$ cat config.mk
export PLATFORM = sky130hd
export DESIGN_NAME = id_hazard_ctrl
export DESIGN_NICKNAME = d
export VERILOG_FILES = /design/src/rtl/id_hazard_ctrl_pkg.sv /design/src/rtl/id_hazard_ctrl.sv
export SDC_FILE = /design/constraint.sdc
export NUM_CORES = 1
export LEC_CHECK = 0
export BUFFER_PORTS_ARGS = -buffer_cell sky130_fd_sc_hd__buf_2
export CAP_MARGIN = 5
export CORE_UTILIZATION = 47
export DETAILED_ROUTE_END_ITERATION = 10
export PLACE_DENSITY = 0.92
export SYNTH_ARGS = -nofsm -noshare
export SYNTH_HDL_FRONTEND = slang
export SYNTH_SLANG_ARGS = --single-unit
$ cat constraint.sdc
create_clock -name clk -period 2.79 [get_ports clk]
set_input_delay 0.4185 -clock clk [delete_from_list [all_inputs] [get_ports clk]]
set_output_delay 0.4185 -clock clk [all_outputs]
set_load 0.02 [all_outputs]
$ cat src/rtl/id_hazard_ctrl_pkg.sv
// Shared opcode definitions plus IF/ID control types and operand-use helpers.
package id_hazard_ctrl_pkg;

  typedef enum logic [5:0] {
    OP_NOP,
    OP_LUI, OP_AUIPC, OP_JAL, OP_JALR,
    OP_BEQ, OP_BNE, OP_BLT, OP_BGE, OP_BLTU, OP_BGEU,
    OP_LB, OP_LH, OP_LW, OP_LBU, OP_LHU,
    OP_SB, OP_SH, OP_SW,
    OP_ADDI, OP_SLTI, OP_SLTIU, OP_XORI, OP_ORI, OP_ANDI,
    OP_SLLI, OP_SRLI, OP_SRAI,
    OP_ADD, OP_SUB, OP_SLL, OP_SLT, OP_SLTU, OP_XOR,
    OP_SRL, OP_SRA, OP_OR, OP_AND,
    OP_FENCE, OP_ECALL, OP_EBREAK
  } opcode_out_t;

  typedef enum logic [1:0] {
    RUN,
    DRAIN,
    HALTED
  } ctrl_state_t;

  // addi x0,x0,0
  localparam logic [31:0] NOP_INSTR = 32'h0000_0013;

  // True when the instruction reads rs1.
  function automatic logic uses_rs1(input opcode_out_t op);
    case (op)
      OP_LUI, OP_AUIPC, OP_JAL, OP_ECALL, OP_EBREAK, OP_NOP: return 1'b0;
      default:                                              return 1'b1;
    endcase
  endfunction

  // True when the instruction reads rs2 (R-type, stores, branches).
  function automatic logic uses_rs2(input opcode_out_t op);
    case (op)
      OP_ADD, OP_SUB, OP_SLL, OP_SLT, OP_SLTU, OP_XOR,
      OP_SRL, OP_SRA, OP_OR, OP_AND,
      OP_SB, OP_SH, OP_SW,
      OP_BEQ, OP_BNE, OP_BLT, OP_BGE, OP_BLTU, OP_BGEU: return 1'b1;
      default:                                          return 1'b0;
    endcase
  endfunction

endpackage

$ cat src/rtl/id_hazard_ctrl.sv
// IF/ID pipeline register, load-use stall detection and ECALL/EBREAK halt sequencing.
//
// state  | meaning
// RUN    | normal flow: redirect kill, load-use stall, halt entry or advance
// DRAIN  | halt instruction has left ID; older instructions retire, fetch held
// HALTED | core stopped; waits for a resume pulse
module id_hazard_ctrl
  import id_hazard_ctrl_pkg::*;
#(
  parameter int unsigned DRAIN_CYCLES = 3,
  parameter int unsigned CNT_W        = 16,
  parameter logic [31:0] NOP_INSTR    = id_hazard_ctrl_pkg::NOP_INSTR
) (
  input  logic              clk,
  input  logic              rst_n,
  input  logic              if_valid,
  input  logic [31:0]       if_instr,
  input  logic [31:0]       if_pc,
  input  opcode_out_t       id_opcode,
  input  logic [4:0]        id_rs1,
  input  logic [4:0]        id_rs2,
  input  logic              ex_is_load,
  input  logic [4:0]        ex_rd,
  input  logic              ex_redirect,
  input  logic              resume,
  output logic              ifid_valid,
  output logic [31:0]       ifid_instr,
  output logic [31:0]       ifid_pc,
  output logic              pc_stall,
  output logic              id_bubble,
  output logic              halted,
  output logic [CNT_W-1:0]  stall_count
);

  localparam int unsigned DW = (DRAIN_CYCLES > 1) ? $clog2(DRAIN_CYCLES) : 1;
  localparam logic [DW-1:0] DRAIN_LOAD = DW'(DRAIN_CYCLES - 1);

  ctrl_state_t      state_q, state_d;
  logic [DW-1:0]    drain_q, drain_d;
  logic             ifid_valid_d;
  logic [31:0]      ifid_instr_d;
  logic [31:0]      ifid_pc_d;
  logic [CNT_W-1:0] stall_count_d;
  logic             lu;
  logic             halt_op;

  // Load-use hazard and halt-instruction detection on the registered IF/ID contents.
  always_comb begin
    lu = ifid_valid && ex_is_load && (ex_rd != 5'd0) &&
         ((uses_rs1(id_opcode) && (ex_rd == id_rs1)) ||
          (uses_rs2(id_opcode) && (ex_rd == id_rs2)));
    halt_op = ifid_valid && ((id_opcode == OP_ECALL) || (id_opcode == OP_EBREAK));
  end

  // Next-state, IF/ID update and stall/bubble outputs.
  always_comb begin
    state_d       = state_q;
    drain_d       = drain_q;
    ifid_valid_d  = ifid_valid;
    ifid_instr_d  = ifid_instr;
    ifid_pc_d     = ifid_pc;
    stall_count_d = stall_count;
    pc_stall      = 1'b0;
    id_bubble     = 1'b0;
    case (state_q)
      RUN: begin
        if (ex_redirect) begin
          id_bubble    = 1'b1;
          ifid_valid_d = 1'b0;
          ifid_instr_d = NOP_INSTR;
        end else if (lu) begin
          pc_stall  = 1'b1;
          id_bubble = 1'b1;
          if (stall_count != {CNT_W{1'b1}}) begin
            stall_count_d = stall_count + 1'b1;
          end
        end else if (halt_op) begin
          // The halt instruction itself still goes down the pipe.
          pc_stall     = 1'b1;
          state_d      = DRAIN;
          drain_d      = DRAIN_LOAD;
          ifid_valid_d = 1'b0;
          ifid_instr_d = NOP_INSTR;
        end else begin
          ifid_valid_d = if_valid;
          ifid_instr_d = if_valid ? if_instr : NOP_INSTR;
          ifid_pc_d    = if_pc;
        end
      end
      DRAIN: begin
        pc_stall  = 1'b1;
        id_bubble = 1'b1;
        if (drain_q == '0) begin
          state_d = HALTED;
        end else begin
          drain_d = drain_q - 1'b1;
        end
      end
      HALTED: begin
        pc_stall  = 1'b1;
        id_bubble = 1'b1;
        if (resume) begin
          state_d = RUN;
        end
      end
      default: begin
        state_d = RUN;
      end
    endcase
  end

  // State, IF/ID and counter registers with synchronous active-low reset.
  always_ff @(posedge clk) begin
    if (!rst_n) begin
      state_q     <= RUN;
      drain_q     <= '0;
      ifid_valid  <= 1'b0;
      ifid_instr  <= NOP_INSTR;
      ifid_pc     <= 32'd0;
      stall_count <= '0;
      halted      <= 1'b0;
    end else begin
      state_q     <= state_d;
      drain_q     <= drain_d;
      ifid_valid  <= ifid_valid_d;
      ifid_instr  <= ifid_instr_d;
      ifid_pc     <= ifid_pc_d;
      stall_count <= stall_count_d;
      halted      <= (state_d == HALTED);
    end
  end

endmodule

== After elaboration in Yosys (flattened, before gate mapping) ==
Memories as Yosys holds them, arrays and structs flattened.
Index checks and enable logic that the tools add are counted.

* Add/subtract/negate cells: 2
* Multiply operators: 0
* Divide/modulo/power cells: 0
* Magnitude comparators: 0
* Equality and inequality tests: 16
* Shifts and indexed selects: 0
* Multiplexer cells: 26
* Bitwise gates (word level): 3
* Reductions and logical operators: 19

{| class="wikitable"
|+ Operator list
! kind !! count
|-
| $mux W32 || 4
|-
| $mux W2 || 9
|-
| $add A16 B1 Y16 const B || 1
|-
| $ne A16 B16 Y1 const B || 1
|-
| $eq A6 B2 Y1 const B || 2
|-
| $eq A6 B6 Y1 const B || 2
|-
| $eq A5 B5 Y1 || 2
|-
| $ne A2 B2 Y1 const B || 5
|-
| $mux W1 || 9
|-
| $reduce_and A4 Y1 || 2
|-
| $eq A6 B1 Y1 const B || 1
|-
| $logic_and A1 B1 Y1 || 6
|-
| $logic_not A6 Y1 || 1
|-
| $pmux W2 S3 || 1
|-
| $reduce_or A6 Y1 || 1
|-
| $reduce_and A5 Y1 || 1
|-
| $reduce_bool A5 Y1 || 1
|-
| $eq A2 B2 Y1 const B || 2
|-
| $logic_not A2 Y1 || 2
|-
| $pmux W1 S2 || 2
|-
| $pmux W2 S2 || 1
|-
| $not A1 Y1 || 3
|-
| $eq A2 B1 Y1 const B || 1
|-
| $logic_or A1 B1 Y1 || 2
|-
| other kinds (4) || 4
|}

* Flip-flop bits (word level): 86
* Bits in latches: 0
* RAM bits: 0
* Memory bits (read-only): 64
* Bits of input ports: 91
* Word-level logic and storage cells: 74
* Memories kept: 1

{| class="wikitable"
|+ Memories
! memory !! words !! bits a word !! read ports !! clocked after Yosys merged registers in !! write ports !! line !! source
|-
| (no name shown) || 64 || 1 || 1 || 0 || 0 || id_hazard_ctrl_pkg.sv:36 || <nowiki>case (op)</nowiki>
|}

== Depth between registers and ports, before layout ==
* Depth in word-level cells: 10
* Depth in mapped cells: 8

== Least setup slack after synthesis ==
Ideal clock, no wire load.

* Kind: in2out
* Start point: input id_opcode[2]
* End point: output id_bubble
* Data arrival time: 2035 ps
* Required time: 2372 ps
* Slack: 337 ps
* Stages: 6
* Path buffers: 1
* Path through: a211oi_1 o211ai_1 nor4_1 a21oi_4 buf_2 a211oi_1

* Cells in the longest elaborated chain, start to end: 9
* Elaborated cells on any way between the ends: 16
* Those cells by class: eq/ne: 5; mux: 4; reduce/logical: 6; memory: 1

{| class="wikitable"
|+ RTL lines
! element !! line !! source
|-
| start: declaration || id_hazard_ctrl.sv:19 || <nowiki>input opcode_out_t id_opcode,</nowiki>
|-
| parallel branches: the longest is 4 deep, another holds $mem_v2 Z64 W1 || -- ||
|-
| $logic_or A1 B1 Y1 * || id_hazard_ctrl.sv:50 || <nowiki>((uses_rs1(id_opcode) && (ex_rd == id_rs1)) ||</nowiki>
|-
| $logic_and A1 B1 Y1 * || id_hazard_ctrl.sv:49 || <nowiki>lu = ifid_valid && ex_is_load && (ex_rd != 5'd0) &&</nowiki>
|-
| $mux W1 * || id_hazard_ctrl.sv:71 || <nowiki>end else if (lu) begin</nowiki>
|-
| $mux W1 * || id_hazard_ctrl.sv:67 || <nowiki>if (ex_redirect) begin</nowiki>
|-
| $pmux W1 S2 * || id_hazard_ctrl.sv:65 || <nowiki>case (state_q)</nowiki>
|-
| end: declaration || id_hazard_ctrl.sv:30 || <nowiki>output logic id_bubble,</nowiki>
|}

Mark *: on every way between the ends.

== Worst setup path in the final report ==
* Start point: register state_q[1]
* End point: output pc_stall

* Cells in the longest elaborated chain, start to end: 3
* Elaborated cells on any way between the ends: 5
* Those cells by class: eq/ne: 2; mux: 1; reduce/logical: 2

{| class="wikitable"
|+ RTL lines
! element !! line !! source
|-
| start: declaration || id_hazard_ctrl.sv:38 || <nowiki>ctrl_state_t state_q, state_d;</nowiki>
|-
| start signal: assignment || id_hazard_ctrl.sv:123 || <nowiki>state_q <= state_d;</nowiki>
|-
| $eq A2 B2 Y1 / $eq A2 B1 Y1 (equally long branches) || id_hazard_ctrl.sv:65 ||
|-
| $reduce_or A2 Y1 (no line) || -- ||
|-
| $pmux W1 S2 * || id_hazard_ctrl.sv:65 ||
|-
| end: declaration || id_hazard_ctrl.sv:29 || <nowiki>output logic pc_stall,</nowiki>
|}

Every way passes the cells marked *; elsewhere a longest branch is shown, timed or not.

==> metrics.md <==
| Metric | Value |
|---|---|
| Outcome | `completed` |
| Routed vias/inst | `5.23` |
| RSZ-0062 raised after global routing | `false` |
| Detail Route Antenna Nets | `0` |
| Clk_skew | `0.00946 ns` |
| Clk_lat worst skew | `0.34 ns` |
| Via count | `3,542` |
| Rel. slew slack | `67.4%` |
| Clock Path Buffers | `2` |
| Sequential standard cell area | `0.00172 mm2` |
| Finished Layout Cells | `677` |
| H-tree depth | `3` |
| DIE AREA | `0.00835 mm2` |
| CP Capture Type | `output port` |
| Final net count | `668` |
| Tcrit/Tclk final | `87.5%` |
| CTS root buf | `clkbuf_8` |
| Num Clock Sinks | `86` |
| Synth top area share | `45.8%` |
| Overall die height | `91.4 um` |
| Largest net degree at the start of global routing | `56` |
| Cells after synthesis | `404` |
| CTS Buf Count | `9` |
| Crit start category | `flop` |
| Row Count | `32` |
| 1st-pass router iterations | `4` |
| Area Growth Syn to Fin | `30.4%` |
| Largest area contributor in the netlist | `dfxtp_1` |
| Total track usage | `20.5%` |
| Grt total ovfl | `0` |
| HP Class | `input port to flop` |
| DPL Wire Length | `6650 um` |
| Footprint of the multi-input gates | `0.00186 mm2` |
| Net count after synthesis | `501` |
| Tot Pwr | `2.52 mW` |
| Final setup margin | `0.348 ns` |
| Mapped Area | `0.00376 mm2` |
| Vias in the first global route | `3,303` |
| WL per Instance | `13.1 um` |
| # DRC | `0` |
| First-pass GRT wire length | `14,000 um` |
| N_diodes | `0` |
| F_max | `410 MHz` |
| Port buffer count | `174` |
| Core box area | `0.00773 mm2` |
| Post-CTS Hold Fix Bufs | `0` |
| Fill cells | `642` |
| Final Hold Viols | `0` |
| PostCTS Resize Cnt | `0` |
| Hold slack | `0.281 ns` |
| Pins over their slew limit | `0` |
| Synth Register Bits | `86` |
| Synth cell count leaders | `dfxtp_1 (86), nand2_1 (84), mux2i_1 (42)` |
| Die W | `91.4 um` |
| Power density over the cells | `514 mW/mm2` |
| Most common cell in the synthesized netlist | `dfxtp_1` |
| Placed Cells | `662` |
| Max Fanout on Critical Path | `8` |
| Number of setup violations in the final report | `0` |
| CTS tree | `yes` |
| Leakage | `2.38 nW` |
| Peak VDD IR | `0.401 mV` |
| Share of cells above drive strength 1 | `34.6%` |
| Mapped Avg Cell Area | `9.30 um2` |
| Initial antenna violation count | `0` |
| Worst-Margin Slew | `0.489 ns` |
| Post-Route WL | `8870 um` |
| Sequential share of the synthesized area | `45.8%` |
| Fraction of registers with async set/reset | `0%` |
| Final Critical Period | `2.44 ns` |
| Ranking of synthesized cells by area | `dfxtp_1 (46%), mux2i_1 (11%), nand2_1 (8.4%)` |
| Initial Util | `48.6%` |
| Post-CTS setup repair buffer count | `0` |
| Critical Path AT | `2.02 ns` |
| Dominant synthesized flop cell | `dfxtp_1` |
| Io pins | `175` |
| CP Data Required Time | `2.37 ns` |
| Dpl ws | `0.157 ns` |
| CTS clk-pin slew, worst paths | `0.09 ns` |
| Post-synth EDFFs | `0` |
| Initial DRC Count | `104` |
| Count of different cell masters after synthesis | `43` |
| Setup TNS | `0 ns` |
| YS warnings | `0` |
| GPL Wtd Cong | `0.801` |
| Setup Crit Path Kind | `flop to output port` |
| Max Cap Violations | `0` |
[kinds of logic after synthesis]
| group | after synthesis | synth area share, % |
|---|---|---|
| XOR/XNOR | 10 | 2.33 |
| adder cells (fa/ha/maj) | 6 | 2.00 |
| flip-flops | 86 | 45.8 |
| AO/OA/AOI/OAI | 67 | 14.2 |
| buffers and inverters | 36 | 4.80 |
| AND/OR/NAND/NOR | 157 | 19.6 |
| multiplexers | 42 | 11.2 |
[cells in the final DEF (no fill, tap or decap), types with 2 or more instances in the layout]
cell type / Yosys / final
a211oi_1: 4 / 4
a21oi_1: 6 / 6
a22o_1: 29 / 29
a22oi_1: 3 / 3
and3_1: 7 / 6
buf_12: 0 / 2
buf_2: 6 / 174
buf_4: 4 / 4
bufinv_16: 0 / 2
clkbuf_8: 0 / 9
clkinv_2: 0 / 3
dfxtp_1: 86 / 86
ha_1: 6 / 6
inv_1: 12 / 12
mux2i_1: 42 / 42
nand2_1: 84 / 84
nand2b_1: 17 / 17
nand3_1: 12 / 12
nand4_1: 6 / 6
nor2_1: 8 / 8
nor2b_1: 5 / 5
nor3_1: 7 / 7
nor4_1: 3 / 3
o211ai_1: 5 / 5
o21ai_0: 4 / 4
o311ai_0: 2 / 2
o31ai_1: 4 / 4
o41ai_1: 2 / 2
or3_1: 2 / 2
xnor2_1: 9 / 9
[worst max-delay path, cell delays in order (launching register included)]
cell and delay (ns):
dfxtp_1 0.35, inv_1 0.10, ha_1 0.27, nor2b_1 0.44, nor2_1 0.08, a211oi_1 0.23
buf_2 0.21
[layout make-up]
class	instances	share of cell area, %
Clock buffer	10	2.60
Clock inverter	5	1.53
Inverter	12	0.919
Multi-Input combinational cell	282	38.0
Sequential cell	86	35.1
Tap cell	102	2.60
Timing Repair Buffer	180	19.2
[stage by stage]
stage | cell area, um2 | utilization, %
floorplan | 3760 | -
global placement | 4700 | 60.8
detailed placement | 4700 | 60.8
CTS | 4900 | 63.4
global route | 4900 | 63.4
finish | 4900 | 63.4
[sequential cells by signal, indices dropped and copies added, names as in the netlist]
signal,flops
ifid_valid,1
halted,1
stall_count,16
ifid_pc,32
state_q,2
ifid_instr,32
drain_q,2
[worst paths after layout]
| check | to | cells after the start | from | slack, ns |
|---|---|---|---|---|
| max | pc_stall | 6 | state_q[1]$_SDFF_PN0_ | 0.35 |
| min | ifid_instr[15]$_SDFFE_PN0P_ | 2 | if_instr[15] | 0.28 |
| max reg2reg | stall_count[6]$_SDFFE_PN0P_ | 6 | state_q[1]$_SDFF_PN0_ | 0.60 |
| min reg2reg | ifid_pc[17]$_SDFFE_PN0P_ | 2 | ifid_pc[17]$_SDFFE_PN0P_ | 0.46 |
[layer usage]
metal  routed length, um  GRT usage (%)
met1                3700           23.1
met3                 484           5.28
met5                   0              0
met2                4520           36.5
met4                 163           8.86
[report_power, final]
| group | total (mW) | internal (mW) | switching (mW) |
|---|---|---|---|
| Clock | 0.910 | 0.496 | 0.414 |
| Sequential | 1.29 | 1.27 | 0.0230 |
| Combinational | 0.317 | 0.138 | 0.179 |
| Total | 2.52 | 1.90 | 0.617 |
(Power assumes the default switching activity.)
